===== config.mk =====
export PLATFORM = sky130hd
export DESIGN_NAME = pe_array_feeder
export DESIGN_NICKNAME = d
export VERILOG_FILES = /design/src/rtl/lstm_acc_pkg.sv /design/src/rtl/feeder_skid_buf.sv /design/src/rtl/pe_array_feeder.sv
export SDC_FILE = /design/constraint.sdc
export NUM_CORES = 1
export LEC_CHECK = 0
export CAP_MARGIN = 40
export CORE_MARGIN = 5
export CORE_UTILIZATION = 30
export DETAILED_ROUTE_END_ITERATION = 7
export PLACE_DENSITY_LB_ADDON = 0.3
export SLEW_MARGIN = 10
export SYNTH_ARGS = -nofsm -noshare
export SYNTH_HDL_FRONTEND = slang
export SYNTH_SLANG_ARGS = --single-unit

===== constraint.sdc =====
create_clock -name sys_clk -period 4.9 [get_ports sys_clk]
set_input_delay 0.98 -clock sys_clk [delete_from_list [all_inputs] [get_ports sys_clk]]
set_output_delay 0.98 -clock sys_clk [all_outputs]
set_load 0.02 [all_outputs]

===== src/rtl/lstm_acc_pkg.sv =====
// Shared definitions for the LSTM accelerator datapath: default array geometry,
// feeder FSM states and the packed weight word carried to the PE array.
package lstm_acc_pkg;

   localparam int ELEMENT_BITS_DEFAULT = 8;
   localparam int P_DEFAULT            = 4;

   typedef enum logic [1:0] {
      IDLE,
      STREAM,
      DRAIN,
      DONE
   } feeder_state_t;

   typedef logic [P_DEFAULT*ELEMENT_BITS_DEFAULT-1:0] weight_word_t;

endpackage


===== src/rtl/feeder_skid_buf.sv =====
// Two-entry registered valid/ready buffer between the beat source and the step
// logic; a push and a pop in the same cycle leave the occupancy unchanged.
module feeder_skid_buf
   import lstm_acc_pkg::*;
#(
   parameter int WIDTH = 40
) (
   input  logic             sys_clk,
   input  logic             reset,
   input  logic             push_valid,
   output logic             push_ready,
   input  logic [WIDTH-1:0] push_data,
   output logic             pop_valid,
   input  logic             pop,
   output logic [WIDTH-1:0] pop_data
);

   logic [WIDTH-1:0] slot [2];
   logic             wr_ptr;
   logic             rd_ptr;
   logic [1:0]       count;
   logic             do_push;
   logic             do_pop;

   assign push_ready = (count != 2'd2);
   assign pop_valid  = (count != 2'd0);
   assign pop_data   = slot[rd_ptr];
   assign do_push    = push_valid && push_ready;
   assign do_pop     = pop && pop_valid;

   always_ff @(posedge sys_clk or posedge reset) begin
      if (reset) begin
         slot[0] <= '0;
         slot[1] <= '0;
         wr_ptr  <= 1'b0;
         rd_ptr  <= 1'b0;
         count   <= 2'd0;
      end else begin
         if (do_push) begin
            slot[wr_ptr] <= push_data;
            wr_ptr       <= ~wr_ptr;
         end
         if (do_pop) begin
            rd_ptr <= ~rd_ptr;
         end
         case ({do_push, do_pop})
            2'b10:   count <= count + 2'd1;
            2'b01:   count <= count - 2'd1;
            default: count <= count;
         endcase
      end
   end

endmodule


===== src/rtl/pe_array_feeder.sv =====
// Paces (weight, input) beats into the systolic PE array with a pe_step strobe
// every PE_DIV cycles (legal 2..16), then flushes it with 2*P-1 zero steps.
// Optional FEEDER_BIAS_EN adds bias_in, used as the partial-sum seed on stream steps.
module pe_array_feeder
   import lstm_acc_pkg::*;
#(
   parameter int ELEMENT_BITS = ELEMENT_BITS_DEFAULT,
   parameter int P            = P_DEFAULT,
   parameter int PE_DIV       = 4,
   parameter int MAX_LEN      = 256
) (
   input  logic                            sys_clk,
   input  logic                            reset,
   input  logic                            start,
   input  logic [$clog2(MAX_LEN+1)-1:0]    job_len,
   input  logic                            in_valid,
   output logic                            in_ready,
   input  logic [P*ELEMENT_BITS-1:0]       in_weight,
   input  logic [ELEMENT_BITS-1:0]         in_data,
   output logic [P*ELEMENT_BITS-1:0]       weight_data_in,
   output logic [ELEMENT_BITS-1:0]         input_data_in,
   output logic [ELEMENT_BITS-1:0]         output_data_in,
   output logic                            pe_step,
   output logic                            busy,
   output logic                            done
`ifdef FEEDER_BIAS_EN
   ,
   input  logic [ELEMENT_BITS-1:0]         bias_in
`endif
);

   localparam int LEN_W   = $clog2(MAX_LEN+1);
   localparam int DIV_W   = $clog2(PE_DIV);
   localparam int DRAIN_W = $clog2(2*P);
   localparam int W_BITS  = P*ELEMENT_BITS;
   localparam int BEAT_W  = W_BITS + ELEMENT_BITS;
   localparam logic [DIV_W-1:0]   DIV_LAST   = DIV_W'(PE_DIV-1);
   localparam logic [DRAIN_W-1:0] DRAIN_LAST = DRAIN_W'(2*P-2);

   feeder_state_t        state;
   logic [DIV_W-1:0]     div_cnt;
   logic [LEN_W-1:0]     len_reg;
   logic [LEN_W-1:0]     acc_cnt;
   logic [LEN_W-1:0]     rem_cnt;
   logic [DRAIN_W-1:0]   drain_cnt;
   logic                 buf_ready;
   logic                 buf_valid;
   logic [BEAT_W-1:0]    buf_beat;
   logic                 div_expired;
   logic                 accept;
   logic                 step_stream;
`ifdef FEEDER_BIAS_EN
   logic [ELEMENT_BITS-1:0] bias_reg;
`endif

   assign div_expired = (div_cnt == DIV_LAST);
   assign in_ready    = (state == STREAM) && buf_ready && (acc_cnt < len_reg);
   assign accept      = in_valid && in_ready;
   assign step_stream = (state == STREAM) && div_expired && buf_valid;

   feeder_skid_buf #(
      .WIDTH(BEAT_W)
   ) skid (
      .sys_clk    (sys_clk),
      .reset      (reset),
      .push_valid (accept),
      .push_ready (buf_ready),
      .push_data  ({in_weight, in_data}),
      .pop_valid  (buf_valid),
      .pop        (step_stream),
      .pop_data   (buf_beat)
   );

   // The divider parks at its terminal value while the buffer is empty, so a
   // late beat steps on the cycle right after it lands.
   always_ff @(posedge sys_clk or posedge reset) begin
      if (reset) begin
         state          <= IDLE;
         div_cnt        <= '0;
         len_reg        <= '0;
         acc_cnt        <= '0;
         rem_cnt        <= '0;
         drain_cnt      <= '0;
         weight_data_in <= '0;
         input_data_in  <= '0;
         output_data_in <= '0;
         pe_step        <= 1'b0;
         busy           <= 1'b0;
         done           <= 1'b0;
`ifdef FEEDER_BIAS_EN
         bias_reg       <= '0;
`endif
      end else begin
         pe_step <= 1'b0;
         done    <= 1'b0;
         unique case (state)
            IDLE: begin
               div_cnt <= '0;
               if (start) begin
                  len_reg   <= job_len;
                  rem_cnt   <= job_len;
                  acc_cnt   <= '0;
                  drain_cnt <= '0;
                  busy      <= 1'b1;
`ifdef FEEDER_BIAS_EN
                  bias_reg  <= bias_in;
`endif
                  state     <= (job_len != '0) ? STREAM : DRAIN;
               end
            end
            STREAM: begin
               if (accept) begin
                  acc_cnt <= acc_cnt + LEN_W'(1);
               end
               if (div_expired) begin
                  if (buf_valid) begin
                     pe_step        <= 1'b1;
                     weight_data_in <= buf_beat[BEAT_W-1 -: W_BITS];
                     input_data_in  <= buf_beat[ELEMENT_BITS-1:0];
`ifdef FEEDER_BIAS_EN
                     output_data_in <= bias_reg;
`else
                     output_data_in <= '0;
`endif
                     div_cnt        <= '0;
                     rem_cnt        <= rem_cnt - LEN_W'(1);
                     if (rem_cnt == LEN_W'(1)) begin
                        state <= DRAIN;
                     end
                  end
               end else begin
                  div_cnt <= div_cnt + DIV_W'(1);
               end
            end
            DRAIN: begin
               if (div_expired) begin
                  pe_step        <= 1'b1;
                  weight_data_in <= '0;
                  input_data_in  <= '0;
                  output_data_in <= '0;
                  div_cnt        <= '0;
                  drain_cnt      <= drain_cnt + DRAIN_W'(1);
                  if (drain_cnt == DRAIN_LAST) begin
                     done  <= 1'b1;
                     state <= DONE;
                  end
               end else begin
                  div_cnt <= div_cnt + DIV_W'(1);
               end
            end
            DONE: begin
               busy    <= 1'b0;
               div_cnt <= '0;
               state   <= IDLE;
            end
            default: state <= IDLE;
         endcase
      end
   end

endmodule


Word-level counts from Yosys, hierarchy flattened:

Index checks and enable logic that the tools add are counted.

* register bits after elaboration: 169
* latch bits: 0
* memory bits (writable): 0
* bits in read-only memories: 0
* input bits: 53
* output and inout bits: 52
* logic and storage cells: 121
* memories: 0

* $add $sub $neg: 6
* multipliers: 0
* divide/modulo/power cells: 0
* $lt $le $gt $ge: 4
* equal/unequal tests: 17
* shift operators: 0
* mux-type cells: 49
* bitwise operators: 4
* reductions and logical operators: 24

Operator list (number)
* $mux 40: 4
* $mux 32: 3
* $bwmux 80: 1
* $pmux 32 s2: 1
* $mux 9: 5
* $demux 40 s1: 1
* $mux 8: 5
* $pmux 9 s2: 2
* $pmux 8 s2: 2
* $mux 2: 10
* $ne 2x2->1 const B: 6
* $reduce_bool 2->1: 6
* $add 9x1->9 const B: 1
* $eq 9x1->1 const B: 1
* $lt 9x9->1: 1
* $reduce_bool 9->1: 1
* $sub 9x1->9 const B: 1
* $eq 2x2->1 const B: 4
* $logic_and 1x1->1: 8
* $pmux 2 s4: 1
* $reduce_and 4->1: 2
* $mux 1: 7
* $mux 3: 2
* $pmux 2 s3: 1
* other kinds (19): 28

Longest topological paths before layout:

* depth after elaboration: 7
* mapped depth: 11

Hierarchy:

A second synthesis with hierarchy kept.

* cells, all modules: 597
* area, all modules: 7652.3 µm²

Modules (own cells, without submodules)
* pe_array_feeder: instances 1, cells an instance 365, area an instance 3836.2 µm², sequential area each 1926.8 µm²
* feeder_skid_buf: instances 1, cells an instance 232, area an instance 3816.2 µm², sequential area each 2102.0 µm²

Least setup slack after synthesis:

OpenSTA, ideal clock, no wires.

* path type: register to output
* start: register acc_cnt[6]
* end: output in_ready
* data arrival time: 1.725 ns
* data required time: 3.920 ns
* setup slack: 2.195 ns
* cell stages (with the launch flop): 6
* path through: dfrtp_1 ha_1 a211o_1 a2111oi_4 o211a_1 buf_2

* word-level cells in the longest chain between the ends: 2

RTL lines
* start: declaration: line pe_array_feeder.sv:43 `logic [LEN_W-1:0] acc_cnt;`
* start signal: assignment: line pe_array_feeder.sv:113 `acc_cnt <= acc_cnt + LEN_W'(1);`
* $lt 9x9->1: line pe_array_feeder.sv:57 `assign in_ready = (state == STREAM) && buf_ready && (acc_cnt < len_reg);`
* $logic_and 1x1->1: line pe_array_feeder.sv:57
* end: declaration: line pe_array_feeder.sv:17 `output logic in_ready,`

Every way passes these cells.

Final worst setup path:

Ends and elaborated chain as after synthesis.

==> flow_summary.ini <==
[global_routing]
grt_start_max_net_pins = 99
antenna_found_initial = 0
grt_pass1_wl_um = 28100
grt_usage = 0.123
grt_pass1_vias = 5248
overflow = 0

[clock_network]
cts.repair.resized = 0
clk_path_buf_depth = 2
clock_latency_ns = 0.42
postCtsSetupBuffers = 0
htree_num_levels = 4
cts-root-buf = clkbuf_16
clock_sinks = 161
numCtsBuffers = 17
cts_hold_buf = 0
cts_tree = yes
clkTransAtPathRegs_ns = 0.07

[critical_path]
crit_chain = ha_1, a211o_1, a2111oi_4, o211a_1, clkdlybuf4s50_1
cp_slowest_cell = clkdlybuf4s50_1
crit_fanout = 14
cp-start-kind = flip-flop
crit_arrival_ns = 2.96
end_kind = output pin
required_ns = 3.92
path_buf_inv = 1
crit_type = reg2out
crit_family = compound AO/OA/AOI/OAI gates
cp_slowest_stage_delay_ns = 0.71

[drt]
dr_total_vias = 5026
wirelength_um = 16600
post_drt_wl_per_cell_um = 15.9
ant_nets = 0
drt_iter0_drc = 256
vias_per_cell = 4.80
drc = 0
firstDrtPassIters = 7

[hold_path]
min-delay-path-class = reg2reg

[floorplan]
die_w_um = 168
ios = 105
dieArea_um2 = 28200
start_util = 0.306
num_rows = 57
die_h_um = 168
core_um2 = 24500

[synthesis]
ys_seq_elements = 161
synth_most_common_cell = dfrtp_1
syn_area_per_cell_um2 = 12.0
yosys-top-cells-count = dfrtp_1, nand2_1, mux2i_1
yosys_warnings = 0
ys_top_cells_by_area = dfrtp_1, mux2_2, mux2i_1, mux2_1, o31ai_1
synthFlopType = dfrtp_1
async_reset_ff_frac = 1.00
synthCells = 623
syn-cell-area_um2 = 7490
seq_area_frac_synth = 0.538
ys_types = 52
yosysTopAreaCell = dfrtp_1
synth-edff-count = 0
netlist.area_leader.share = 0.538

[timing]
setup_viol = 0
finalClockSkew_ns = 0.00940
tightestPinTransition_ns = 0.873
maxSlewViolCount = 0
finalWorstSetupSlack_ns = 0.961
fmax_ghz = 0.254
slew_headroom = 0.418
fin_tns_setup_ns = 0
period_share = 0.804
hold_viol = 0
finalCriticalPeriod_ns = 3.94
rsz0062_at_grt = false

[final_layout]
syn_to_final_growth_pct = 25.3
diodes = 0
largest_registers = skid.slot (80), weight_data_in (32)
largest_reg_flops = 80
utilization = 0.383
regMostFlops = skid.slot
stdcell_count = 1047
final_layout_size_suffix_gt1_frac = 0.147
num-fill-cells = 2379
final_nets = 782

[job]
maxCapViolations = 0

[placement]
dp.cells = 1015
gp_congestion = 0.740
io_buffers = 96
hpwl_um = 10900
place_ws_ns = 1.43

[power]
p_per_area_nw_per_um2 = 639
ir_worst_vdd_mv = 0.224
leakagePower_uw = 0.00407
total_power_uw = 6000

[status]
outcome = finished, final reports clean
==> worst reg2reg max path, cell delays in order, from the launching register on <==
cell and delay [ns]:
dfrtp_1 0.41, ha_1 0.31, a211o_1 0.30, a2111oi_4 0.32, o211a_1 0.48, and3_2 0.64
buf_12 0.28, mux2_1 0.34
==> worst paths after layout <==
check                                               from                       endpoint  slack, ns  cells past startpoint
max in group asynchronous                          reset      skid.slot[77]$_DFFE_PP0P_       2.99                      3
hold reg to reg            weight_data_in[3]$_DFFE_PP0P_  weight_data_in[3]$_DFFE_PP0P_       0.47                      2
setup / recovery                  acc_cnt[6]$_DFFE_PP0P_                       in_ready       0.96                      5
min in group asynchronous                          reset                 done$_DFF_PP0_       1.00                      2
hold / removal             weight_data_in[3]$_DFFE_PP0P_  weight_data_in[3]$_DFFE_PP0P_       0.47                      2
setup reg to reg                  acc_cnt[6]$_DFFE_PP0P_      skid.slot[21]$_DFFE_PP0P_       1.69                      7
==> kinds of logic after synthesis <==
| kind of cell | after synthesis | synth area share |
|---|---|---|
| other | 1 | 0.000501 |
| AND/OR/NAND/NOR | 140 | 0.0862 |
| buffers and inverters | 63 | 0.0435 |
| flip-flops | 161 | 0.538 |
| adder cells (fa/ha/maj) | 19 | 0.0318 |
| XOR/XNOR | 5 | 0.00585 |
| multiplexers | 139 | 0.201 |
| AO/OA/AOI/OAI | 95 | 0.0931 |
==> cells in the final DEF, fill, tap and decap left out, drive strengths merged, types with 3 or more instances in the layout <==
cell	count
a21oi	11
and3	7
buf	10
bufinv	3
clkbuf	17
clkdlybuf4s50	96
conb	8
dfrtp	161
ha	19
inv	27
mux2	90
mux2i	49
nand2	68
nand2b	4
nand3	12
nand4	7
nor2	19
nor2b	4
nor3	5
nor4	3
o21ai	14
o221a	3
o22ai	3
o31ai	41
or2	4
xnor2	4
==> where the power goes <==
| group | switching, µW | internal (µW) |
|---|---|---|
| Clock | 612 | 831 |
| Combinational | 1230 | 1050 |
| Sequential | 347 | 1920 |
==> through the flow <==
stage | hold slack (ns) | area [µm²]
after global placement | 0.461 | 8740
after CTS | 0.482 | 9380
after global routing | 0.506 | 9380
after detailed placement | 0.465 | 8740
after floorplan | 0.451 | 7520
final | 0.474 | 9380
==> area by class of cell <==
type / instances / area [µm²] / area share
clock buffers: 17 / 425 / 0.0454
repair buffers: 106 / 1060 / 0.113
inverters: 18 / 71.3 / 0.00761
flip-flops and latches: 161 / 4030 / 0.430
well taps: 324 / 405 / 0.0432
multi-input cells: 406 / 3170 / 0.338
clock inverters: 15 / 211 / 0.0225
==> layer usage <==
layer | share of wire | wire [µm] | GRT usage
met4 | 0.016 | 261 | 0.0409
met1 | 0.48 | 7980 | 0.165
met5 | 0 | 0 | 0
met3 | 0.040 | 661 | 0.0258
met2 | 0.46 | 7700 | 0.198
(Power assumes the default switching activity.)
